--- src/rtl/cvt_7to1_ascii.sv ---
// cvt_7to1_ascii: buffered 7-bit ASCII to serial converter.
// Characters enter a FIFO and leave MSB first on sout. Frames run back to
// back with no gap while the FIFO holds data.
// Optional: define CVT_7TO1_PARITY_EN to append an even-parity bit and
// make each frame 8 bits long.
// Ports:
//   clk, rst       : clock, synchronous active-high reset
//   din, din_valid : character offered, accepted when din_ready=1
//   din_ready      : FIFO has room (low while rst)
//   sout           : serial data, sout_valid marks frame bits
//   sof            : first bit of each frame
//   idle           : FIFO empty and no frame in progress
//   level          : characters waiting in the FIFO
module cvt_7to1_ascii #(
  parameter int FIFO_DEPTH = 4
) (
  input  logic                          clk,
  input  logic                          rst,
  input  logic [6:0]                    din,
  input  logic                          din_valid,
  output logic                          din_ready,
  output logic                          sout,
  output logic                          sout_valid,
  output logic                          sof,
  output logic                          idle,
  output logic [$clog2(FIFO_DEPTH):0]   level
);

  localparam int AW = $clog2(FIFO_DEPTH);
  localparam int LW = AW + 1;
`ifdef CVT_7TO1_PARITY_EN
  localparam int FRAME = 8;
`else
  localparam int FRAME = 7;
`endif
  localparam int CW = $clog2(FRAME);

  localparam logic [LW-1:0] FULL_L  = LW'(FIFO_DEPTH);
  localparam logic [LW-1:0] LVL_ONE = LW'(1);
  localparam logic [AW-1:0] PTR_ONE = AW'(1);
  localparam logic [CW-1:0] CNT_ONE = CW'(1);
  localparam logic [CW-1:0] LAST_C  = CW'(FRAME - 1);

  typedef enum logic {
    IDLE,
    SHIFT
  } state_t;

  state_t           state;
  logic [6:0]       mem [FIFO_DEPTH];
  logic [AW-1:0]    wr_ptr;
  logic [AW-1:0]    rd_ptr;
  logic [LW-1:0]    count;
  logic [FRAME-1:0] shreg;
  logic [CW-1:0]    bit_cnt;
  logic [6:0]       head;
  logic [FRAME-1:0] frame;
  logic             push;
  logic             pop;
  logic             has_data;
  logic             last_bit;

  assign head = mem[rd_ptr];

`ifdef CVT_7TO1_PARITY_EN
  assign frame = {head, ^head};
`else
  assign frame = head;
`endif

  assign has_data = (count != '0);
  assign last_bit = (bit_cnt == LAST_C);

  // Ready depends only on stored level, so a pop on a full FIFO
  // does not open a slot in the same cycle.
  assign din_ready = ~rst & (count < FULL_L);
  assign push      = din_valid & din_ready;

  // Shifter loads whenever it is free or finishing its last bit.
  assign pop = has_data & ((state == IDLE) | last_bit);

  assign level = count;
  assign idle  = (state == IDLE) & ~has_data;
  assign sout  = shreg[FRAME-1];

  always_ff @(posedge clk) begin
    if (push) begin
      mem[wr_ptr] <= din;
    end
  end

  always_ff @(posedge clk) begin
    if (rst) begin
      wr_ptr <= '0;
      rd_ptr <= '0;
      count  <= '0;
    end else begin
      if (push) begin
        wr_ptr <= wr_ptr + PTR_ONE;
      end
      if (pop) begin
        rd_ptr <= rd_ptr + PTR_ONE;
      end
      unique case ({push, pop})
        2'b10:   count <= count + LVL_ONE;
        2'b01:   count <= count - LVL_ONE;
        default: count <= count;
      endcase
    end
  end

  // Shift register is cleared on leaving a frame so sout reads 0
  // whenever sout_valid is low.
  always_ff @(posedge clk) begin
    if (rst) begin
      state      <= IDLE;
      shreg      <= '0;
      bit_cnt    <= '0;
      sout_valid <= 1'b0;
      sof        <= 1'b0;
    end else begin
      unique case (state)
        IDLE: begin
          if (has_data) begin
            state      <= SHIFT;
            shreg      <= frame;
            bit_cnt    <= '0;
            sout_valid <= 1'b1;
            sof        <= 1'b1;
          end
        end
        SHIFT: begin
          if (!last_bit) begin
            shreg   <= {shreg[FRAME-2:0], 1'b0};
            bit_cnt <= bit_cnt + CNT_ONE;
            sof     <= 1'b0;
          end else if (has_data) begin
            shreg      <= frame;
            bit_cnt    <= '0;
            sout_valid <= 1'b1;
            sof        <= 1'b1;
          end else begin
            state      <= IDLE;
            shreg      <= '0;
            bit_cnt    <= '0;
            sout_valid <= 1'b0;
            sof        <= 1'b0;
          end
        end
      endcase
    end
  end

endmodule

--- config.mk ---
export PLATFORM = sky130hd
export DESIGN_NAME = cvt_7to1_ascii
export DESIGN_NICKNAME = d
export VERILOG_FILES = /design/src/rtl/cvt_7to1_ascii.sv
export SDC_FILE = /design/constraint.sdc
export NUM_CORES = 1
export LEC_CHECK = 0
export CAP_MARGIN = 15
export CORE_ASPECT_RATIO = 0.6
export CORE_UTILIZATION = 56
export DETAILED_ROUTE_END_ITERATION = 6
export PLACE_DENSITY = 0.79
export SLEW_MARGIN = 20
export SYNTH_ARGS = -nofsm -noshare
export SYNTH_HDL_FRONTEND = slang
export SYNTH_SLANG_ARGS = --single-unit
--- constraint.sdc ---
create_clock -name clk -period 2.51 [get_ports clk]
set_input_delay 0.502 -clock clk [delete_from_list [all_inputs] [get_ports clk]]
set_output_delay 0.502 -clock clk [all_outputs]
set_load 0.005 [all_outputs]
== Word level (Yosys, flattened, before mapping) ==
Memory sizes are Yosys's and may differ from the RTL's. A register that Yosys moved wholly into a read port is not among the register bits.
Cells that the tools add are included.

* Flip-flop bits (word level): 20
* Bits in writable memories: 28
* Input bits: 10
* Output and inout port bits: 8
* Logic and storage cells: 51
* Memories kept: 1

{| class="wikitable"
|+ Memory list
! name !! depth !! width !! rd ports !! clocked after Yosys merged registers in !! write ports !! line !! source
|-
| mem || 4 || 7 || 1 || 1 || 1 || 50 || <nowiki>logic [6:0] mem [FIFO_DEPTH];</nowiki>
|}

* Add/sub/neg operators: 5
* Magnitude comparators: 1
* Eq/ne operators: 5
* Mux-type cells: 20
* Bitwise operators: 8
* Reductions and logical operators: 3

{| class="wikitable"
|+ Operators by type and width
! cell !! number
|-
| $mux W7 || 3
|-
| $pmux W7 S2 || 1
|-
| $pmux W3 S2 || 2
|-
| $mux W1 || 7
|-
| $add A3 B1 Y3 const B || 2
|-
| $mux W3 || 2
|-
| $pmux W1 S2 || 3
|-
| $add A2 B1 Y2 const B || 2
|-
| $and A1 B1 Y1 || 4
|-
| $mux W2 || 2
|-
| $eq A3 B3 Y1 const B || 1
|-
| $lt A3 B3 Y1 const B || 1
|-
| $not A1 Y1 || 3
|-
| $reduce_bool A3 Y1 || 1
|-
| $sub A3 B1 Y3 const B || 1
|-
| $eq A2 B1 Y1 const B || 1
|-
| $eq A2 B2 Y1 const B || 1
|-
| $ne A2 B1 Y1 const B || 1
|-
| $ne A2 B2 Y1 const B || 1
|-
| $reduce_and A2 Y1 || 1
|-
| $reduce_bool A2 Y1 || 1
|-
| $or A1 B1 Y1 || 1
|}

== Longest topological paths before layout ==
Gate-level depths: netlist of run 1.

* Depth in word-level cells: 5
* Gate-level depth with buffers: 8
* Mapped depth without buffers: 8

== Worst setup path after synthesis of run 1 ==
No wires, ideal clock.

* Path kind: input port to flip-flop
* From: input port rst
* To: register count[2] (netlist: level[2])
* Data arrival time: 2.132 ns
* Required time: 2.438 ns
* Slack: 0.306 ns
* Stages on the path: 8
* Buffers on the path: 0
* Path through: nor2_1 > and2_1 > inv_1 > ha_1 > fa_1 > xnor2_1 > or3_1 > a21oi_1

* Cells in the longest elaborated chain, start to end: 5
* Elaborated cells between the ends (all ways): 7
* Those cells by class: eq/ne (2); mux (1); bitwise (3); reduce/logical (1)

{| class="wikitable"
|+ RTL lines
! what !! line !! source
|-
| from (decl) || 18 || <nowiki>input logic rst,</nowiki>
|-
| $not A1 Y1 || 76 || <nowiki>assign din_ready = ~rst & (count < FULL_L);</nowiki>
|-
| $and A1 B1 Y1 || 76 ||
|-
| $and A1 B1 Y1 || 77 || <nowiki>assign push = din_valid & din_ready;</nowiki>
|-
| $eq A2 B1 Y1 or $eq A2 B2 Y1 (tied branches) || 104 || <nowiki>unique case ({push, pop})</nowiki>
|-
| $pmux W3 S2 or $reduce_bool A2 Y1 (tied branches) || - ||
|-
| to (signal assigned) || 105 || <nowiki>2'b10: count <= count + LVL_ONE;</nowiki>
|-
| to (signal assigned) || 106 || <nowiki>2'b01: count <= count - LVL_ONE;</nowiki>
|-
| to (signal assigned) || 107 || <nowiki>default: count <= count;</nowiki>
|-
| to (decl) || 53 || <nowiki>logic [LW-1:0] count;</nowiki>
|}

Several ways; a longest one is shown, not always the timed one.
A chain may end at the register's enable or synchronous reset.

== Worst setup path after layout of run 1 ==
* From: register count[0] (netlist: level[0])
* To: output port idle

* Cells in the longest elaborated chain, start to end: 3

{| class="wikitable"
|+ RTL lines
! what !! line !! source
|-
| $reduce_bool A3 Y1 || 71 || <nowiki>assign has_data = (count != '0);</nowiki>
|-
| $not A1 Y1 || 83 || <nowiki>assign idle = (state == IDLE) & ~has_data;</nowiki>
|-
| $and A1 B1 Y1 || 83 ||
|-
| to (decl) || 25 || <nowiki>output logic idle,</nowiki>
|}

No other way between the ends.

==> impl_metrics.env, run 1 <==
export IMPL_holdCritPathClass="reg -> reg"
export IMPL_synthTopCellsByCount="edfxtp_1, dfxtp_1, nor2_1, nand2_1, mux4_2"
export IMPL_startpoint="level[0]"
export IMPL_antenna_cells=0
export IMPL_cts_sinks=50
export IMPL_io_buffers=17
export IMPL_tightest_slew_ns=0.511
export IMPL_r2r_start="level[0]"
export IMPL_via_per_inst=5.84
export IMPL_cp_end_kind="output port"
export IMPL_worst_slack_ns=0.148
export IMPL_boundaryPins=18
export IMPL_clock_skew_ns=0.00482
export IMPL_ys_warn_count=0
export IMPL_min_period_ns=2.36
export IMPL_cts_root_buf="clkbuf_8"
export IMPL_ir_drop_mv=0.740
export IMPL_dieArea_um2=3980
export IMPL_synthCells=150
export IMPL_max_clock_path_buffers=2
export IMPL_setup_violations=0
export IMPL_fin_cells=218
export IMPL_synthToLayoutAreaGrowth_pct=14.1
export IMPL_pwr_density_cell_nw_per_um2=1120
export IMPL_grt_pass1_vias=1322
export IMPL_critPathKind="reg -> out"
export IMPL_crit_required_ns=2.01
export IMPL_clkLatencyLatePin_ns=0.30
export IMPL_achievable_frequency_ghz=0.423
export IMPL_ant_nets=0
export IMPL_htreeDepth=2
export IMPL_yosysMostFrequentCell="edfxtp_1"
export IMPL_post_route_drc_count=0
export IMPL_crit_path_max_fanout=7
export IMPL_synth_top_area_share_pct=40.4
export IMPL_cts_resized=0
export IMPL_synth_top_area_cell="edfxtp_1"
export IMPL_holdBufCountCts=0
export IMPL_crit_end="idle"
export IMPL_syn_avg_cell_area_um2=13.9
export IMPL_dp_hpwl_mm=2.92
export IMPL_die_w_um=80.7
export IMPL_antenna_found_initial=0
export IMPL_max_slew_margin_rel_pct=65.9
export IMPL_grt_pass1_wl_mm=6.40
export IMPL_tritoncts="yes"
export IMPL_r2r_slack_ns=0.47
export IMPL_die_y_um=49.2
export IMPL_reg2regPathDepth=7
export IMPL_grt_overflow_total=0
export IMPL_status="finished, final reports clean"
export IMPL_grt_max_degree=22
export IMPL_start_util_pct=61.2
export IMPL_rows=16
export IMPL_core_area_um2=3400
export IMPL_fin_crit_sh_pct=94.1
export IMPL_async_reset_ff_share_pct=0
export IMPL_wl_per_cell_um=18.0
export IMPL_ys_seq_area_share_pct=61.5
export IMPL_layout_drive_gt1_share_pct=17.3
export IMPL_synth_main_ff_cell="edfxtp_1"
export IMPL_power_leakage_nw=0.848
export IMPL_synth_seq_cells=50
export IMPL_cts_buffers=5
export IMPL_fin_nets=188
export IMPL_cts_setup_buffers=0
export IMPL_report_final_slew_viol_count=0
export IMPL_totalWireLength_mm=3.91
export IMPL_path_clk_slew_ns=0.08
export IMPL_dp_slack_ns=-0.0534
export IMPL_rsz0062_at_grt="no"
export IMPL_syn_nets=166
export IMPL_crit_arrival_ns=1.86
export IMPL_dr_total_vias=1274
export IMPL_synthDistinctLibCells=44
export IMPL_first_iter_violations=97
export IMPL_grtUsageTotal_pct=22.8
export IMPL_hold_violations=0
export IMPL_gp_congestion=0.761
export IMPL_startpoint_type="flop"
export IMPL_r2r_end="level[2]"
export IMPL_synth_area_leaders="edfxtp_1, dfxtp_1, mux4_2"
export IMPL_dp_cells=210
export IMPL_synth_edf_count=28
export IMPL_cap_violations=0
export IMPL_syn_area_um2=2080
export IMPL_drt_pass1_iter_count=4
==> through the flow <==
stage	area (um2)	utilization [%]	setup TNS [ns]	power [W]	hold WS, ns
finish	2380	69.9	0	0.00267	0.479
detailed placement	2300	67.5	-0.0534	0.00224	0.464
global route	2380	69.9	0	0.00284	0.482
CTS	2380	69.9	0	0.00268	0.475
global placement	2300	67.5	0	0.00215	0.442
floorplan	2080	-	0	0.00191	0.432
==> critical path, stage by stage (launching register included) <==
cell and delay [ns]:
dfxtp_1 0.39, nor3_4 0.26, buf_4 0.21, nand2_4 0.09, clkinv_2 0.09, clkdlybuf4s50_1 0.52
==> metal layers <==
metal	GRT usage, %	vias up	wire length, um
met1	30.6	635	1740
met5	0	-	0
met2	35.5	36	1940
met4	6.55	0	43
met3	7.48	5	186
li1	-	598	-
==> report_power, final <==
group | switching [W] | internal (W) | total, W
logic | 0.000524 | 0.000508 | 0.00103
registers | 0.000177 | 0.00103 | 0.00120
clock network | 0.000245 | 0.000192 | 0.000437
total | 0.000946 | 0.00173 | 0.00267
==> how the worst min path moves through the flow <==
stage	cells past startpoint	slack, ns	to	start
2_1_floorplan	2	0.43	shreg[4]	shreg[4]
3_3_place_gp	2	0.44	shreg[4]	shreg[4]
3_5_place_dp	2	0.46	shreg[4]	shreg[4]
4_1_cts	2	0.47	shreg[6]	shreg[6]
5_1_grt	2	0.48	shreg[4]	shreg[4]
6_report	2	0.48	shreg[6]	shreg[6]
==> registers in the layout, summed over array words and instances, names as in the netlist, named ones only <==
signal	flops
bit_cnt	3
wr_ptr	2
level	3
shreg	7
sout_valid	1
rd_ptr	2
mem	28
sof	1
state	1
==> layout make-up <==
class | instances | area, um2
well taps | 45 | 56.3
flip-flops and latches | 50 | 1280
clock inverters | 2 | 8.76
fillers | 237 | 1030
inverters | 5 | 20.0
repair buffers | 21 | 200
clock buffers | 6 | 72.6
multi-input cells | 89 | 738
==> layout by cell type, fill, tap and decap left out, drive strengths merged <==
cell type and count:
edfxtp 28, dfxtp 22, clkdlybuf4s50 17, nor2 17, nand2 11, a21oi 8
mux4 7, o21ai 7, clkbuf 6, ha 5, and3 4, buf 4
inv 4, a311oi 4, xnor2 3, or3 3, clkinv 3, a22oi 3
nor3 3, nand3b 2, and2 2, a21bo 1, a211oi 1, o31ai 1
nor2b 1, nand4b 1, a32oi 1, a211o 1, mux2i 1, xor2 1
fa 1
==> kinds of logic (layout without fill, tap and decap cells) <==
kind of cell / Yosys count / in the layout / synth area share [%]
muxes: 8 / 8 / 8.05
adders and majority gates: 6 / 6 / 3.96
xor gates and xnor gates: 4 / 4 / 1.68
and+or+nand+nor: 44 / 44 / 11.7
DFF: 50 / 50 / 61.5
AOI/OAI and AO/OA: 27 / 27 / 10.1
buffers and inverters: 11 / 34 / 3.06
(Power assumes the default switching activity.)
==> run 2, diff against run 1 <==
--- a/config.mk
+++ b/config.mk
@@ -7,8 +7,9 @@
 export LEC_CHECK = 0
 export CAP_MARGIN = 15
 export CORE_ASPECT_RATIO = 0.6
-export CORE_UTILIZATION = 56
+export CORE_UTILIZATION = 60
 export DETAILED_ROUTE_END_ITERATION = 6
+export DONT_BUFFER_PORTS = 1
 export PLACE_DENSITY = 0.79
 export SLEW_MARGIN = 20
 export SYNTH_ARGS = -nofsm -noshare
==> run 2 against run 1 <==
Via count decreased by 6.8%. Clock power increased by 24%. Sequential share of layout area increased by 3.9 points. Critical endpoint is now level[2]. Register-to-register slack got worse by 0.08 ns. Routed wire length decreased by 9.9%. Sequential power about the same. Global-route usage decreased by 0.91 points. Clock-buffer cell count increased by 1.
==> impl_metrics.env, run 2 (synthesis results as in run 1) <==
export IMPL_cts_resized=0
export IMPL_grt_overflow_total=0
export IMPL_cap_violations=0
export IMPL_grtUsageTotal_pct=21.9
export IMPL_crit_path_max_fanout=6
export IMPL_wl_per_cell_um=17.7
export IMPL_tritoncts="yes"
export IMPL_status="finished, final reports clean"
export IMPL_path_clk_slew_ns=0.08
export IMPL_crit_arrival_ns=2.35
export IMPL_boundaryPins=18
export IMPL_drt_pass1_iter_count=4
export IMPL_gp_congestion=0.849
export IMPL_report_final_slew_viol_count=0
export IMPL_layout_drive_gt1_share_pct=18.2
export IMPL_dieArea_um2=3720
export IMPL_top_register="mem"
export IMPL_cts_buffers=5
export IMPL_reg_top3="mem x28, shreg x7"
export IMPL_multi_input_area_um2=738
export IMPL_tightest_slew_ns=0.458
export IMPL_cts_root_buf="clkbuf_8"
export IMPL_fillerInstances=234
export IMPL_largest_reg_flops=28
export IMPL_cts_setup_buffers=0
export IMPL_dr_total_vias=1188
export IMPL_cts_sinks=50
export IMPL_grt_max_degree=23
export IMPL_die_y_um=47.6
export IMPL_totalWireLength_mm=3.53
export IMPL_synthToLayoutAreaGrowth_pct=6.43
export IMPL_max_clock_path_buffers=2
export IMPL_ff_latch_area_um2=1280
export IMPL_via_per_inst=5.97
export IMPL_start_util_pct=63.5
export IMPL_grt_pass1_vias=1103
export IMPL_clkLatencyLatePin_ns=0.30
export IMPL_crit_required_ns=2.74
export IMPL_clock_skew_ns=0.00620
export IMPL_first_iter_violations=91
export IMPL_layout_commonest_cell="edfxtp_1"
export IMPL_ant_nets=0
export IMPL_holdBufCountCts=0
export IMPL_core_area_um2=3280
export IMPL_dp_hpwl_mm=2.58
export IMPL_ir_drop_mv=0.708
export IMPL_startpoint_type="flop"
export IMPL_setup_tns_ns=0
export IMPL_fin_crit_sh_pct=84.6
export IMPL_final_cell_mix="edfxtp_1, dfxtp_1, nor2_1, nand2_1, mux4_2"
export IMPL_min_period_ns=2.12
export IMPL_antenna_found_initial=0
export IMPL_io_buffers=0
export IMPL_fin_util_pct=67.5
export IMPL_die_w_um=78.1
export IMPL_grt_pass1_wl_mm=5.55
export IMPL_pwr_density_cell_nw_per_um2=1170
export IMPL_cp_end_kind="flop"
export IMPL_fin_nets=169
export IMPL_holdCritPathClass="in -> reg"
export IMPL_rows=16
export IMPL_htreeDepth=2
export IMPL_antenna_cells=0
export IMPL_critPathKind="reg -> reg"
export IMPL_hold_violations=0
export IMPL_rsz0062_at_grt="no"
export IMPL_achievable_frequency_ghz=0.471
export IMPL_power_leakage_nw=0.784
export IMPL_max_slew_margin_rel_pct=69.4
export IMPL_setup_violations=0
export IMPL_post_route_drc_count=0
run 2: cell count changes in the layout (fill, tap and decap cells not counted):
cell / change
clkinv_2: -1
buf_4: -2
bufinv_16: +1
clkdlybuf4s50_1: -17
clkbuf_1: +1
clkinv_1: -1
run 2: final cells by class:
| class | instances | share of cell area, % |
|---|---|---|
| timing repair buffer | 2 | 0.677 |
| clock buffer | 7 | 3.44 |
| tap | 45 | 2.54 |
| sequential | 50 | 57.8 |
| inverter | 5 | 0.903 |
| clock inverter | 1 | 1.35 |
| multi-input combinational | 89 | 33.3 |
run 2: layer usage:
metal  up-vias  wire length (um)  part of all wire, %  track usage (%)
met3         5               160                  4.5             6.67
met5         -                 0                    0                0
met1       597              1590                   45             28.4
met2        25              1730                   49             36.1
li1        561                 -                    -                -
met4         0                49                  1.4             8.89
run 2: critical path, stage by stage (launching register included):
cell	delay, ns
dfxtp_1	0.39
nor2_1	0.15
and2_1	0.21
inv_1	0.06
ha_1	0.23
fa_1	0.39
xnor2_1	0.15
or3_1	0.31
a21oi_1	0.16
run 2: final timing paths:
path                                from          to  slack [ns]  cells after the start
worst max-delay path            level[2]    level[2]        0.39                      8
worst min-delay path                 rst  bit_cnt[2]        0.26                      1
worst max register to register  level[2]    level[2]        0.39                      8
worst min register to register  shreg[4]    shreg[4]        0.45                      2
run 2: report_power, final:
| part | total (W) | switching, W | internal [W] |
|---|---|---|---|
| sequential | 0.00120 | 0.000178 | 0.00103 |
| combinational | 0.000856 | 0.000459 | 0.000396 |
| clock | 0.000543 | 0.000245 | 0.000298 |
| total | 0.00260 | 0.000882 | 0.00172 |
run 2: through the flow:
| step | worst slack [ns] | total power [W] | cell area, um2 | hold WS, ns | cells |
|---|---|---|---|---|---|
| floorplan | 0.306 | 0.00191 | 2080 | 0.432 | 150 |
| global placement | 0.410 | 0.00202 | 2110 | 0.436 | 191 |
| detailed placement | 0.350 | 0.00208 | 2110 | 0.441 | 191 |
| CTS | 0.373 | 0.00261 | 2220 | 0.249 | 199 |
| global route | 0.242 | 0.00277 | 2220 | 0.237 | 199 |
| finish | 0.385 | 0.00260 | 2220 | 0.264 | 199 |
==> run 3, diff against run 2 <==
--- a/config.mk
+++ b/config.mk
@@ -7,10 +7,10 @@
 export LEC_CHECK = 0
 export CAP_MARGIN = 15
 export CORE_ASPECT_RATIO = 0.6
-export CORE_UTILIZATION = 60
+export CORE_UTILIZATION = 55
 export DETAILED_ROUTE_END_ITERATION = 6
 export DONT_BUFFER_PORTS = 1
-export PLACE_DENSITY = 0.79
+export PLACE_DENSITY = 0.76
 export SLEW_MARGIN = 20
 export SYNTH_ARGS = -nofsm -noshare
 export SYNTH_HDL_FRONTEND = slang
==> constraint.sdc (replaced) <==
create_clock -name clk -period 1.75 [get_ports clk]
set_input_delay 0.35 -clock clk [delete_from_list [all_inputs] [get_ports clk]]
set_output_delay 0.35 -clock clk [all_outputs]
set_load 0.005 [all_outputs]
==> run 3 against run 2 <==
The flow now finishes with violations (setup timing). Sequential power up 38%. Clock power is 47% higher. Total power grew 53%. Core utilization increased by 0.63 points. Worst hold slack worse by 0.17 ns. Largest cell class unchanged.
==> impl_metrics.env, run 3 (synthesis results as in run 1) <==
export IMPL_ir_drop_mv=1.17
export IMPL_dp_hpwl_mm=2.76
export IMPL_totalWireLength_mm=3.76
export IMPL_crit_buf_inv=0
export IMPL_die_y_um=49.7
export IMPL_violations="setup timing"
export IMPL_die_w_um=81.5
export IMPL_worst_slack_ns=-0.0442
export IMPL_post_route_drc_count=0
export IMPL_rsz0062_at_grt="yes"
export IMPL_core_area_um2=3420
export IMPL_cp_depth=7
export IMPL_power_total_w=0.00399
export IMPL_holdCritPathClass="in -> reg"
export IMPL_power_leakage_nw=0.842
export IMPL_cts_buffers=5
export IMPL_fin_cells=210
export IMPL_gp_congestion=0.778
export IMPL_startpoint="level[2]"
export IMPL_startpoint_type="flop"
export IMPL_cts_root_buf="clkbuf_8"
export IMPL_dieArea_um2=4050
export IMPL_reg_top3="mem x28, shreg x7"
export IMPL_ant_nets=0
export IMPL_min_from="rst"
export IMPL_hold_violations=0
export IMPL_grtUsageTotal_pct=21.5
export IMPL_post_dp_cell_area_um2=2210
export IMPL_boundaryPins=18
export IMPL_pwr_density_cell_nw_per_um2=1710
export IMPL_cp_end_kind="flop"
export IMPL_critPathKind="reg -> reg"
export IMPL_grt_pass1_vias=1295
export IMPL_drt_pass1_iter_count=4
export IMPL_first_iter_violations=58
export IMPL_min_period_ns=1.79
export IMPL_met3_usage_pct=7.59
export IMPL_clock_skew_ns=0.00876
export IMPL_antenna_cells=0
export IMPL_crit_required_ns=1.99
export IMPL_achievable_frequency_ghz=0.557
export IMPL_hold_path_end="level[2]"
export IMPL_fin_util_pct=68.2
export IMPL_grt_max_degree=23
export IMPL_max_clock_path_buffers=2
export IMPL_crit_arrival_ns=2.03
export IMPL_antenna_found_initial=0
export IMPL_grt_overflow_total=0
export IMPL_crit_family="simple AND/OR/NAND/NOR gates"
export IMPL_tritoncts="yes"
export IMPL_r2r_end="level[2]"
export IMPL_layout_commonest_cell="edfxtp_1"
export IMPL_path_clk_slew_ns=0.09
export IMPL_setup_violations=1
export IMPL_synthToLayoutAreaGrowth_pct=12.0
export IMPL_clkLatencyLatePin_ns=0.30
export IMPL_cpMaxStageDelayCell="dfxtp_4"
export IMPL_dp_cells=201
export IMPL_reg2regPathDepth=7
export IMPL_largest_reg_flops=28
export IMPL_cts_sinks=50
export IMPL_grt_pass1_wl_mm=6.16
export IMPL_rows=16
export IMPL_fin_crit_sh_pct=103
export IMPL_final_cell_mix="edfxtp_1, dfxtp_1, nor2_1, buf_4, nand2_1"
export IMPL_critPathMaxStageDelay_ns=0.38
export IMPL_crit_path_max_fanout=4
export IMPL_grt_busiest_layer="met2"
export IMPL_hold_depth=1
export IMPL_max_slew_margin_rel_pct=74.2
export IMPL_fillerInstances=224
export IMPL_worstPathCellList="nor3_4, a21oi_4, ha_4, fa_2, xnor2_1, or3_1, a21oi_1"
export IMPL_via_per_inst=5.80
export IMPL_r2r_start="level[2]"
export IMPL_dr_total_vias=1218
export IMPL_report_final_slew_viol_count=0
export IMPL_use_met2_pct=34.6
export IMPL_status="complete, but fails checks"
export IMPL_layout_drive_gt1_share_pct=27.9
export IMPL_cap_violations=0
export IMPL_top_register="mem"
export IMPL_start_util_pct=60.9
export IMPL_io_buffers=0
export IMPL_met1_usage_pct=27.2
export IMPL_htreeDepth=2
export IMPL_r2r_slack_ns=-0.04
export IMPL_wl_per_cell_um=17.9
export IMPL_tightest_slew_ns=0.387
export IMPL_fin_nets=180
export IMPL_design_area_um2=2330
run 3: cell types whose count changed in the layout (fill, tap and decap cells not counted), sizes merged:
cell | previous run | this run
buf | 2 | 13
clkbuf | 7 | 6
clkinvlp | 0 | 1
run 3: final cells by class:
cell class	instances	area, um2	share of cell area (%)
Multi-Input combinational cell	89	763	32.7
Timing Repair Buffer	13	97.6	4.18
Inverter	5	20.0	0.858
Tap cell	45	56.3	2.41
Sequential cell	50	1290	55.1
Clock inverter	2	37.5	1.61
Clock buffer	6	72.6	3.11
run 3: where the power goes:
group | internal (W) | switching, W
Combinational | 0.000736 | 0.000807
Clock | 0.000427 | 0.000372
Sequential | 0.00148 | 0.000170
Total | 0.00264 | 0.00135
run 3: metal layers:
metal	wire length (um)	part of all wire, %
met4	33	0.88
met3	208	5.5
met5	0	0
met2	1800	48
met1	1720	46
run 3: worst max-delay path by stage:
stage                to  slack (ns)
6_report       level[2]       -0.04
2_1_floorplan  level[2]       -0.20
4_1_cts        level[2]       -0.05
3_3_place_gp   level[2]       0.005
3_5_place_dp   level[2]       -0.07
5_1_grt        level[2]       -0.12
run 3: per-stage QoR:
step	setup TNS (ns)	worst slack (ns)	hold WS, ns
6_report	-0.0442	-0.0442	0.0968
5_1_grt	-0.119	-0.119	0.0898
4_1_cts	-0.0488	-0.0488	0.0981
3_5_place_dp	-0.0734	-0.0734	0.420
3_3_place_gp	0	0.00509	0.411
2_1_floorplan	-0.204	-0.204	0.432
run 3: what timing repair did:
| item | 4_1_cts | 5_1_grt |
|---|---|---|
| buffers inserted | 2 | 0 |
| endpoints found under the setup margin | 1 | 2 |
| pin swaps | 3 | 0 |
| resized for setup | 2 | 0 |
| gates cloned | 0 | 0 |
| hold buffers | 0 | 0 |
